==> config.mk <==
export PLATFORM = sky130hd
export DESIGN_NAME = mem_to_axi_bridge
export DESIGN_NICKNAME = d
export VERILOG_FILES = /design/src/rtl/mem_to_axi_bridge.sv
export SDC_FILE = /design/constraint.sdc
export NUM_CORES = 1
export LEC_CHECK = 0
export ABC_AREA = 1
export CORE_AREA = 4 4 182 184
export DETAILED_ROUTE_END_ITERATION = 10
export DIE_AREA = 0 0 186 188
export SYNTH_ARGS = -nofsm -noshare
export SYNTH_HDL_FRONTEND = slang
export SYNTH_SLANG_ARGS = --single-unit
export TNS_END_PERCENT = 5
==> constraint.sdc <==
create_clock -name clk_i -period 2.6 [get_ports clk_i]
set_input_delay 0.26 -clock clk_i [delete_from_list [all_inputs] [get_ports clk_i]]
set_output_delay 0.26 -clock clk_i [all_outputs]
set_load 0.005 [all_outputs]
==> src/rtl/mem_to_axi_bridge.sv <==
// Memory-port (req/gnt/rvalid) slave to single-beat AXI4+ATOP master bridge; optional error flag under MEM_TO_AXI_BRIDGE_ERR_EN.
// Latency: grant combinational on the AXI address/data handshake; mem_rvalid_o one cycle after the R/B handshake (>= 2 cycles after grant).
// Backpressure: mem_gnt_o withheld while AXI is not ready or MaxRequests are outstanding; R/B accepted only in grant order.

package mem_to_axi_bridge_pkg;
  localparam int unsigned IdWidth   = 4;
  localparam int unsigned AddrWidth = 32;
  localparam int unsigned DataWidth = 64;
  localparam int unsigned UserWidth = 1;

  typedef struct packed {
    logic [IdWidth-1:0]   id;
    logic [AddrWidth-1:0] addr;
    logic [7:0]           len;
    logic [2:0]           size;
    logic [1:0]           burst;
    logic                 lock;
    logic [3:0]           cache;
    logic [2:0]           prot;
    logic [3:0]           qos;
    logic [3:0]           region;
    logic [5:0]           atop;
    logic [UserWidth-1:0] user;
  } axi_aw_chan_t;

  typedef struct packed {
    logic [IdWidth-1:0]   id;
    logic [AddrWidth-1:0] addr;
    logic [7:0]           len;
    logic [2:0]           size;
    logic [1:0]           burst;
    logic                 lock;
    logic [3:0]           cache;
    logic [2:0]           prot;
    logic [3:0]           qos;
    logic [3:0]           region;
    logic [UserWidth-1:0] user;
  } axi_ar_chan_t;

  typedef struct packed {
    logic [DataWidth-1:0]   data;
    logic [DataWidth/8-1:0] strb;
    logic                   last;
    logic [UserWidth-1:0]   user;
  } axi_w_chan_t;

  typedef struct packed {
    logic [IdWidth-1:0]   id;
    logic [1:0]           resp;
    logic [UserWidth-1:0] user;
  } axi_b_chan_t;

  typedef struct packed {
    logic [IdWidth-1:0]   id;
    logic [DataWidth-1:0] data;
    logic [1:0]           resp;
    logic                 last;
    logic [UserWidth-1:0] user;
  } axi_r_chan_t;

  typedef struct packed {
    axi_aw_chan_t aw;
    logic         aw_valid;
    axi_w_chan_t  w;
    logic         w_valid;
    logic         b_ready;
    axi_ar_chan_t ar;
    logic         ar_valid;
    logic         r_ready;
  } axi_req_t;

  typedef struct packed {
    logic         aw_ready;
    logic         ar_ready;
    logic         w_ready;
    logic         b_valid;
    axi_b_chan_t  b;
    logic         r_valid;
    axi_r_chan_t  r;
  } axi_rsp_t;
endpackage

// Generic synchronous FIFO used to remember the read/write order of granted requests.
// Latency: pushed entry visible at the head one cycle after the push.
// Backpressure: full/empty flags; a push while full is accepted only together with a pop.
module mem_to_axi_bridge_fifo #(
  parameter int unsigned Width = 1,
  parameter int unsigned Depth = 4
) (
  input  logic             clk_i,
  input  logic             rst_i,
  input  logic             push,
  input  logic [Width-1:0] push_dat,
  input  logic             pop,
  output logic [Width-1:0] pop_dat,
  output logic             full,
  output logic             empty
);
  localparam int unsigned PtrW = (Depth > 1) ? $clog2(Depth) : 1;
  localparam int unsigned CntW = $clog2(Depth + 1);

  logic [Width-1:0] mem [Depth];
  logic [PtrW-1:0]  wr_ptr, rd_ptr;
  logic [CntW-1:0]  cnt;

  function automatic logic [PtrW-1:0] next_ptr(input logic [PtrW-1:0] p);
    return (p == PtrW'(Depth - 1)) ? '0 : p + 1'b1;
  endfunction

  assign full    = (cnt == CntW'(Depth));
  assign empty   = (cnt == '0);
  assign pop_dat = mem[rd_ptr];

  // Pointer and occupancy bookkeeping
  always_ff @(posedge clk_i) begin
    if (rst_i) begin
      wr_ptr <= '0;
      rd_ptr <= '0;
      cnt    <= '0;
    end else begin
      if (push) wr_ptr <= next_ptr(wr_ptr);
      if (pop)  rd_ptr <= next_ptr(rd_ptr);
      if (push && !pop)      cnt <= cnt + 1'b1;
      else if (pop && !push) cnt <= cnt - 1'b1;
    end
  end

  // Entry storage, no reset needed since occupancy gates every read
  always_ff @(posedge clk_i) begin
    if (push) mem[wr_ptr] <= push_dat;
  end
endmodule

module mem_to_axi_bridge #(
  parameter type         axi_req_t   = mem_to_axi_bridge_pkg::axi_req_t,
  parameter type         axi_rsp_t   = mem_to_axi_bridge_pkg::axi_rsp_t,
  parameter int unsigned AddrWidth   = 32,
  parameter int unsigned DataWidth   = 64,
  parameter int unsigned AxiId       = 0,
  parameter int unsigned MaxRequests = 4,
  parameter logic [2:0]  AxProt      = 3'b000,
  parameter logic [3:0]  AxCache     = 4'b0010
) (
  input  logic                   clk_i,
  input  logic                   rst_i,
  output logic                   busy_o,
  input  logic                   mem_req_i,
  output logic                   mem_gnt_o,
  input  logic [AddrWidth-1:0]   mem_addr_i,
  input  logic [DataWidth-1:0]   mem_wdata_i,
  input  logic [DataWidth/8-1:0] mem_strb_i,
  input  logic                   mem_we_i,
  output logic                   mem_rvalid_o,
  output logic [DataWidth-1:0]   mem_rdata_o,
`ifdef MEM_TO_AXI_BRIDGE_ERR_EN
  output logic                   mem_err_o,
`endif
  output axi_req_t               axi_req_o,
  input  axi_rsp_t               axi_rsp_i
);
  localparam int unsigned IdWidth = $bits(axi_req_o.aw.id);
  localparam logic [2:0]  AxSize  = 3'($clog2(DataWidth / 8));

  logic fifo_full, fifo_empty, fifo_head;
  logic aw_done, w_done;
  logic accept, ar_valid, aw_valid, w_valid, r_ready, b_ready;
  logic ar_hs, aw_hs, w_hs, r_hs, b_hs;
  logic rd_gnt, wr_gnt, pop;
  logic [DataWidth-1:0] rdata_next;
  logic unused_rsp;

  // A request may only start when its response has a slot in the order FIFO
  assign accept   = mem_req_i && !fifo_full;
  assign ar_valid = accept && !mem_we_i;
  assign aw_valid = accept && mem_we_i && !aw_done;
  assign w_valid  = accept && mem_we_i && !w_done;

  assign ar_hs = ar_valid && axi_rsp_i.ar_ready;
  assign aw_hs = aw_valid && axi_rsp_i.aw_ready;
  assign w_hs  = w_valid  && axi_rsp_i.w_ready;

  // A write is granted once both AW and W have gone, in whichever order
  assign rd_gnt    = ar_hs;
  assign wr_gnt    = accept && mem_we_i && (aw_done || aw_hs) && (w_done || w_hs);
  assign mem_gnt_o = rd_gnt || wr_gnt;

  // Only the response channel matching the oldest request may be accepted
  assign r_ready = !fifo_empty && !fifo_head;
  assign b_ready = !fifo_empty &&  fifo_head;
  assign r_hs    = axi_rsp_i.r_valid && r_ready;
  assign b_hs    = axi_rsp_i.b_valid && b_ready;
  assign pop     = r_hs || b_hs;

  assign busy_o     = !fifo_empty || aw_done || w_done;
  assign unused_rsp = ^axi_rsp_i;

  mem_to_axi_bridge_fifo #(
    .Width (1),
    .Depth (MaxRequests)
  ) i_order_fifo (
    .clk_i    (clk_i),
    .rst_i    (rst_i),
    .push     (mem_gnt_o),
    .push_dat (mem_we_i),
    .pop      (pop),
    .pop_dat  (fifo_head),
    .full     (fifo_full),
    .empty    (fifo_empty)
  );

  // Drive AXI request channels: constant attributes plus pass-through payload
  always_comb begin
    axi_req_o = '0;

    axi_req_o.aw.id    = IdWidth'(AxiId);
    axi_req_o.aw.addr  = mem_addr_i;
    axi_req_o.aw.size  = AxSize;
    axi_req_o.aw.burst = 2'b01;
    axi_req_o.aw.cache = AxCache;
    axi_req_o.aw.prot  = AxProt;
    axi_req_o.aw_valid = aw_valid;

    axi_req_o.w.data   = mem_wdata_i;
    axi_req_o.w.strb   = mem_strb_i;
    axi_req_o.w.last   = 1'b1;
    axi_req_o.w_valid  = w_valid;

    axi_req_o.ar.id    = IdWidth'(AxiId);
    axi_req_o.ar.addr  = mem_addr_i;
    axi_req_o.ar.size  = AxSize;
    axi_req_o.ar.burst = 2'b01;
    axi_req_o.ar.cache = AxCache;
    axi_req_o.ar.prot  = AxProt;
    axi_req_o.ar_valid = ar_valid;

    axi_req_o.r_ready  = r_ready;
    axi_req_o.b_ready  = b_ready;
  end

  // Remember which half of a write has already handshaken until the grant
  always_ff @(posedge clk_i) begin
    if (rst_i) begin
      aw_done <= 1'b0;
      w_done  <= 1'b0;
    end else if (wr_gnt) begin
      aw_done <= 1'b0;
      w_done  <= 1'b0;
    end else begin
      if (aw_hs) aw_done <= 1'b1;
      if (w_hs)  w_done  <= 1'b1;
    end
  end

`ifdef MEM_TO_AXI_BRIDGE_ERR_EN
  // Read data returned only for non-error reads; writes always return zero
  always_comb begin
    rdata_next = '0;
    if (r_hs && !axi_rsp_i.r.resp[1]) rdata_next = axi_rsp_i.r.data;
  end

  // SLVERR and DECERR both have resp[1] set
  always_ff @(posedge clk_i) begin
    if (rst_i) mem_err_o <= 1'b0;
    else       mem_err_o <= (r_hs && axi_rsp_i.r.resp[1]) || (b_hs && axi_rsp_i.b.resp[1]);
  end
`else
  // Read data returned on R; writes return zero
  always_comb begin
    rdata_next = '0;
    if (r_hs) rdata_next = axi_rsp_i.r.data;
  end
`endif

  // Register the memory-side response one cycle after the AXI handshake
  always_ff @(posedge clk_i) begin
    if (rst_i) begin
      mem_rvalid_o <= 1'b0;
      mem_rdata_o  <= '0;
    end else begin
      mem_rvalid_o <= pop;
      mem_rdata_o  <= rdata_next;
    end
  end
endmodule

Word level (Yosys, flattened, before mapping)
Memories as Yosys holds them, arrays and structs flattened. A register that Yosys moved wholly into a read port is not among the register bits.
Cells that the tools add are included.
{"block": "word_totals", "wordCells": 58, "reg_bits": 74, "out_inout_bits": 284, "ram_bits": 4, "n_memories": 1, "input_bits": 192, "romBits": 0, "latch_bits": 0}
{"block": "classes", "bitwise_logic": 1, "shift": 0, "div_mod_pow": 0, "n_eq_ne": 3, "n_mux": 8, "n_lt_le_gt_ge": 0, "mul": 0, "addsub": 4, "reduce_logical": 34}
{"name": "i_order_fifo.mem", "words": 4, "width": 1, "read_ports": 1, "rd_ports_with_merged_regs": 1, "write_ports": 1, "line_no": "102", "source": "logic [Width-1:0] mem [Depth];"}
{"operator": "1-bit logical AND", "n": 16}
{"operator": "1-bit logical NOT", "n": 8}
{"operator": "2-bit 2-to-1 mux", "n": 4}
{"operator": "1-bit logical OR", "n": 6}
{"operator": "3-bit 2-to-1 mux", "n": 2}
{"operator": "2-bit by 1-bit adder with 2-bit output, second input constant", "n": 2}
{"operator": "2-bit == test, second input constant", "n": 2}
{"operator": "2-bit OR reduction", "n": 2}
{"operator": "3-bit by 1-bit adder with 3-bit output, second input constant", "n": 1}
{"operator": "3-bit == test, second input constant", "n": 1}
{"operator": "3-bit logical NOT", "n": 1}
{"operator": "3-bit by 1-bit subtractor with 3-bit output, second input constant", "n": 1}
{"operator": "1-bit 2-to-1 mux", "n": 2}
{"operator": "2-bit nonzero test", "n": 1}
{"operator": "1-bit inverter", "n": 1}

Logic depth before layout (Yosys ltp)
{"block": "depth", "word_depth": 14, "mapped_depth": 15, "ltp_nobuf": 15}

Modules after synthesis
From an unflattened synthesis, not the netlist that was laid out.
{"block": "unflattened", "hier_cells": 524, "area_unflattened_um2": 4456.8}
{"mod": "mem_to_axi_bridge", "seq_area_each_um2": 1341.3, "n_inst": 1, "cells_each": 454, "area_each_um2": 3846.2}
{"mod": "mem_to_axi_bridge_fifo", "seq_area_each_um2": 300.3, "n_inst": 1, "cells_each": 70, "area_each_um2": 610.6}

Worst setup path after synthesis
Ideal clock, no wire load.
{"block": "synth_timing", "path_kind": "flip-flop to flip-flop", "startpoint": "register i_order_fifo.cnt[0]", "endpoint": "register i_order_fifo.cnt[2]", "setup_slack_ns": 0.499, "stages_incl_launch_ff": 14, "synth_period_minus_slack_ns": 2.101, "arrival_time_ns": 1.979, "n_path_buf": 0, "required_time_ns": 2.478, "setup_ns": 0.122, "path_cell_list": "dfxtp_1 > nor2_1 > nand2_1 > nand3_2 > a21oi_1 > nand2_2 > nand2_1 > ha_1 > inv_1 > fa_1 > a21oi_1 > o21ai_0 > o21ai_0 > a21oi_1"}
{"block": "synth_via", "elab_chain_len": 13, "word_cells_on_any_way": 31, "classes_between": "2 x add/sub; 1 x eq/ne; 2 x mux; 26 x reduce/logical"}
{"element": "start: declaration", "line_no": "104", "source": "logic [CntW-1:0] cnt;"}
{"element": "start signal: assignment", "line_no": "123", "source": "if (push && !pop) cnt <= cnt + 1'b1;"}
{"element": "start signal: assignment", "line_no": "124", "source": "else if (pop && !push) cnt <= cnt - 1'b1;"}
{"element": "3-bit == test *", "line_no": "110", "source": "assign full = (cnt == CntW'(Depth));"}
{"element": "1-bit logical NOT *", "line_no": "173", "source": "assign accept = mem_req_i && !fifo_full;"}
{"element": "1-bit logical AND *", "line_no": "173"}
{"element": "1-bit logical AND", "line_no": "175, 176, 184"}
{"element": "1-bit logical AND", "line_no": "175", "source": "assign aw_valid = accept && mem_we_i && !aw_done;"}
{"element": "1-bit logical AND", "line_no": "179", "source": "assign aw_hs = aw_valid && axi_rsp_i.aw_ready;"}
{"element": "1-bit logical OR", "line_no": "184", "source": "assign wr_gnt = accept && mem_we_i && (aw_done || aw_hs) && (w_done || w_hs);"}
{"element": "1-bit logical AND (2 in a row)", "line_no": "184"}
{"element": "1-bit logical OR *", "line_no": "185", "source": "assign mem_gnt_o = rd_gnt || wr_gnt;"}
{"element": "via mem_gnt_o", "line_no": "148", "source": "output logic mem_gnt_o,"}
{"element": "1-bit logical NOT", "line_no": "124"}
{"element": "1-bit logical AND", "line_no": "124"}
{"element": "2-bit nonzero test (no source line)"}
The timed path passes the listed nets; every way through them passes the cells marked *. The select of a mux whose other input is x is not followed.
A chain may end at the register's enable or synchronous reset.

Worst setup path in the final report
{"block": "layout_timing", "startpoint": "register i_order_fifo.cnt[0]", "endpoint": "register i_order_fifo.cnt[2]"}
{"block": "layout_via", "elab_chain_len": 13, "word_cells_on_any_way": 31, "classes_between": "2 x add/sub; 1 x eq/ne; 2 x mux; 26 x reduce/logical"}
{"element": "3-bit == test", "line_no": "110"}
{"element": "1-bit logical NOT", "line_no": "173"}
{"element": "1-bit logical AND", "line_no": "173"}
{"element": "1-bit logical AND", "line_no": "175, 176, 184"}
{"element": "1-bit logical AND", "line_no": "175"}
{"element": "1-bit logical AND", "line_no": "179"}
{"element": "1-bit logical OR", "line_no": "184"}
{"element": "1-bit logical AND (2 in a row)", "line_no": "184"}
{"element": "1-bit logical OR", "line_no": "185"}
{"element": "1-bit logical NOT", "line_no": "124"}
{"element": "1-bit logical AND", "line_no": "124"}
{"element": "2-bit nonzero test (no source line)"}
Parallel ways exist; a longest one is shown, timed or not. The select of a mux whose other input is x is not followed.

==> metrics <==
row cnt 65; Worst R2R Start i_order_fifo.cnt[0]; Peak VDD IR 0.258 mV; Worst Skew 0.00587 ns; Critical Path RT 2.82 ns; Initial DRT Pass Iterations 4; HP Class in -> reg; cts hold-fix bufs 0; initial core utilization 14.2%; CTS tree built; drt wl/cell 15.6 um; Final Max Tran Viols 0; largest net degree at the start of global routing 28; Post-Syn Instances 522; global-route wire length before repair 18700 um; IO Pins 476; Root Buffer clkbuf_16; IO Port Bufs 144; 1st-iter DRT viols 46; HP Start axi_rsp_i[49]; final period demand of the worst path 2.25 ns; initial antenna violation count 0; RSZ-0062 raised after global routing false; CP arrival 2.47 ns; vias per inst 2.84; die height 188 um; GRT Overall Usage 7.73%; Final #Nets 733; kind of end point of the critical path flop; Hold Vio Cnt, Final 0; sequential share of the synthesized area 36.9%; Final HPWL DP 13000 um; core area 31400 um^2; CTS resizes 0; Clock Tree Buf Depth 2; Vias 2668; distinct cell type count after synthesis 22; share of cells above drive strength 1 14.8%; Die ar. 35000 um^2; final setup TNS 0 ns; Worst Setup SP i_order_fifo.cnt[0]; number of global-route vias before repair 2398; TritonCTS Buffers 9; status finished clean; Clock Sink Count 80; synthesized cell area 4450 um^2; routability cong. 0.738; antenna diode count 0; FF+latch count, synth 80; fin crit share 86.4%; # Post-CTS Setup Buffers 0; Worst-path clk slew 0.06 ns; critical path class reg -> reg; routed wire length 14700 um; Remaining Overflow, GRT 0; depth of the CTS H-tree 3; YS warnings 0; number of setup violations in the final report 0; Clock Latency Late Sink 0.33 ns; Antenna Nets Post-Route 0; syn avg cell area 8.52 um^2; critical path launch point type flop; Die X 186 um; DRC Markers 0; CP max FO 4; P per Cell Area 663 nW/um^2; Leak 2.36 nW; Core Util, Final 17.0%; Area Overhead vs Synth 20.1%; max frequency 445 MHz; Max-cap violations 0
area by class of cell:
class / count / area [um^2]
Inverter: 84 / 315
Tap cell: 402 / 503
Multi-Input combinational cell: 208 / 1070
Fill cell: 3505 / 26100
Clock buffer: 10 / 239
Clock inverter: 6 / 66.3
Sequential cell: 80 / 1640
Timing Repair Buffer: 151 / 1510
critical path, stage by stage, from the launching register on:
cell	delay, ns
dfxtp_1	0.34
nor2_1	0.15
nand2_1	0.06
inv_1	0.16
nor2_1	0.09
nand2_1	0.06
nand2_1	0.09
inv_1	0.14
ha_1	0.16
inv_1	0.06
fa_1	0.37
a21oi_1	0.14
o21ai_0	0.10
o21ai_0	0.16
a21oi_1	0.05
metal layers:
layer	track usage [%]	wire length [um]	up-vias
met4	2.72	309	0
met1	5.86	3910	1084
met5	0.429	0	-
met2	12.6	6830	320
met3	8.46	3660	14
li1	-	-	1250
cell usage after synthesis:
library cell | number | area share (%)
a21oi_1 | 4 | 0.45
a21oi_4 | 1 | 0.37
buf_4 | 217 | 37
buf_6 | 6 | 1.5
clkbuf_1 | 1 | 0.084
conb_1 | 2 | 0.17
dfxtp_1 | 76 | 34
edfxtp_1 | 4 | 2.7
fa_1 | 1 | 0.45
ha_1 | 6 | 1.7
inv_1 | 83 | 7.0
inv_2 | 1 | 0.084
nand2_1 | 20 | 1.7
nand2_2 | 1 | 0.14
nand3_1 | 9 | 1.0
nand3_2 | 3 | 0.68
nand3_4 | 1 | 0.39
nand4_1 | 1 | 0.14
nor2_1 | 30 | 2.5
nor2_2 | 46 | 6.5
nor2_4 | 4 | 1.0
o21ai_0 | 5 | 0.56
report_power, final:
group	total [W]	switching (W)	internal (W)
sequential	0.00141	0.0000513	0.00136
clock	0.00129	0.000518	0.000774
combinational	0.000838	0.000412	0.000426
total	0.00354	0.000981	0.00256
registers in the layout (all words and copies together), names as in the netlist, named ones only:
| name | cells |
|---|---|
| mem_rdata_o | 64 |
| i_order_fifo.mem | 4 |
| i_order_fifo.cnt | 3 |
| i_order_fifo.rd_ptr | 2 |
| i_order_fifo.wr_ptr | 2 |
| aw_done | 1 |
| mem_rvalid_o | 1 |
| w_done | 1 |
kinds of logic after synthesis:
| family | after synthesis | synth area share (%) |
|---|---|---|
| AOI/OAI and AO/OA | 10 | 1.38 |
| other | 2 | 0.169 |
| DFF | 80 | 36.9 |
| buffers and inverters | 308 | 45.3 |
| adders and majority gates | 7 | 2.14 |
| and+or+nand+nor | 115 | 14.1 |
cells in the final DEF, fill, tap and decap left out, types with 3 or more instances in the layout:
cell type	count
ha_1	6
inv_1	83
nor2_2	46
nand3_2	3
clkbuf_16	9
nand3_1	9
conb_1	76
nor2_1	30
a21oi_1	4
o21ai_0	5
edfxtp_1	4
nand2_1	20
buf_4	6
dfxtp_1	76
clkdlybuf4s50_1	144
nor2_4	4
metrics by stage:
stage / cell area (um^2) / setup WS, ns / power [W] / hold WS (ns) / instances
final: 5340 / 0.354 / 0.00354 / 0.453 / 941
after global routing: 5340 / 0.0726 / 0.00378 / 0.434 / 941
after CTS: 5340 / 0.326 / 0.00364 / 0.425 / 941
after detailed placement: 5030 / 0.184 / 0.00229 / 0.479 / 925
after global placement: 5030 / 0.169 / 0.00228 / 0.480 / 925
after floorplan: 4720 / 0.499 / 0.00214 / 0.332 / 596
final timing paths:
path | to | slack (ns) | cells after the start
setup / recovery | i_order_fifo.cnt[2] | 0.35 | 14
hold / removal | mem_rdata_o[45] | 0.45 | 3
setup reg to reg | i_order_fifo.cnt[2] | 0.35 | 14
hold reg to reg | i_order_fifo.cnt[2] | 0.49 | 2
No activity file was read; power rests on OpenSTA's default activity.
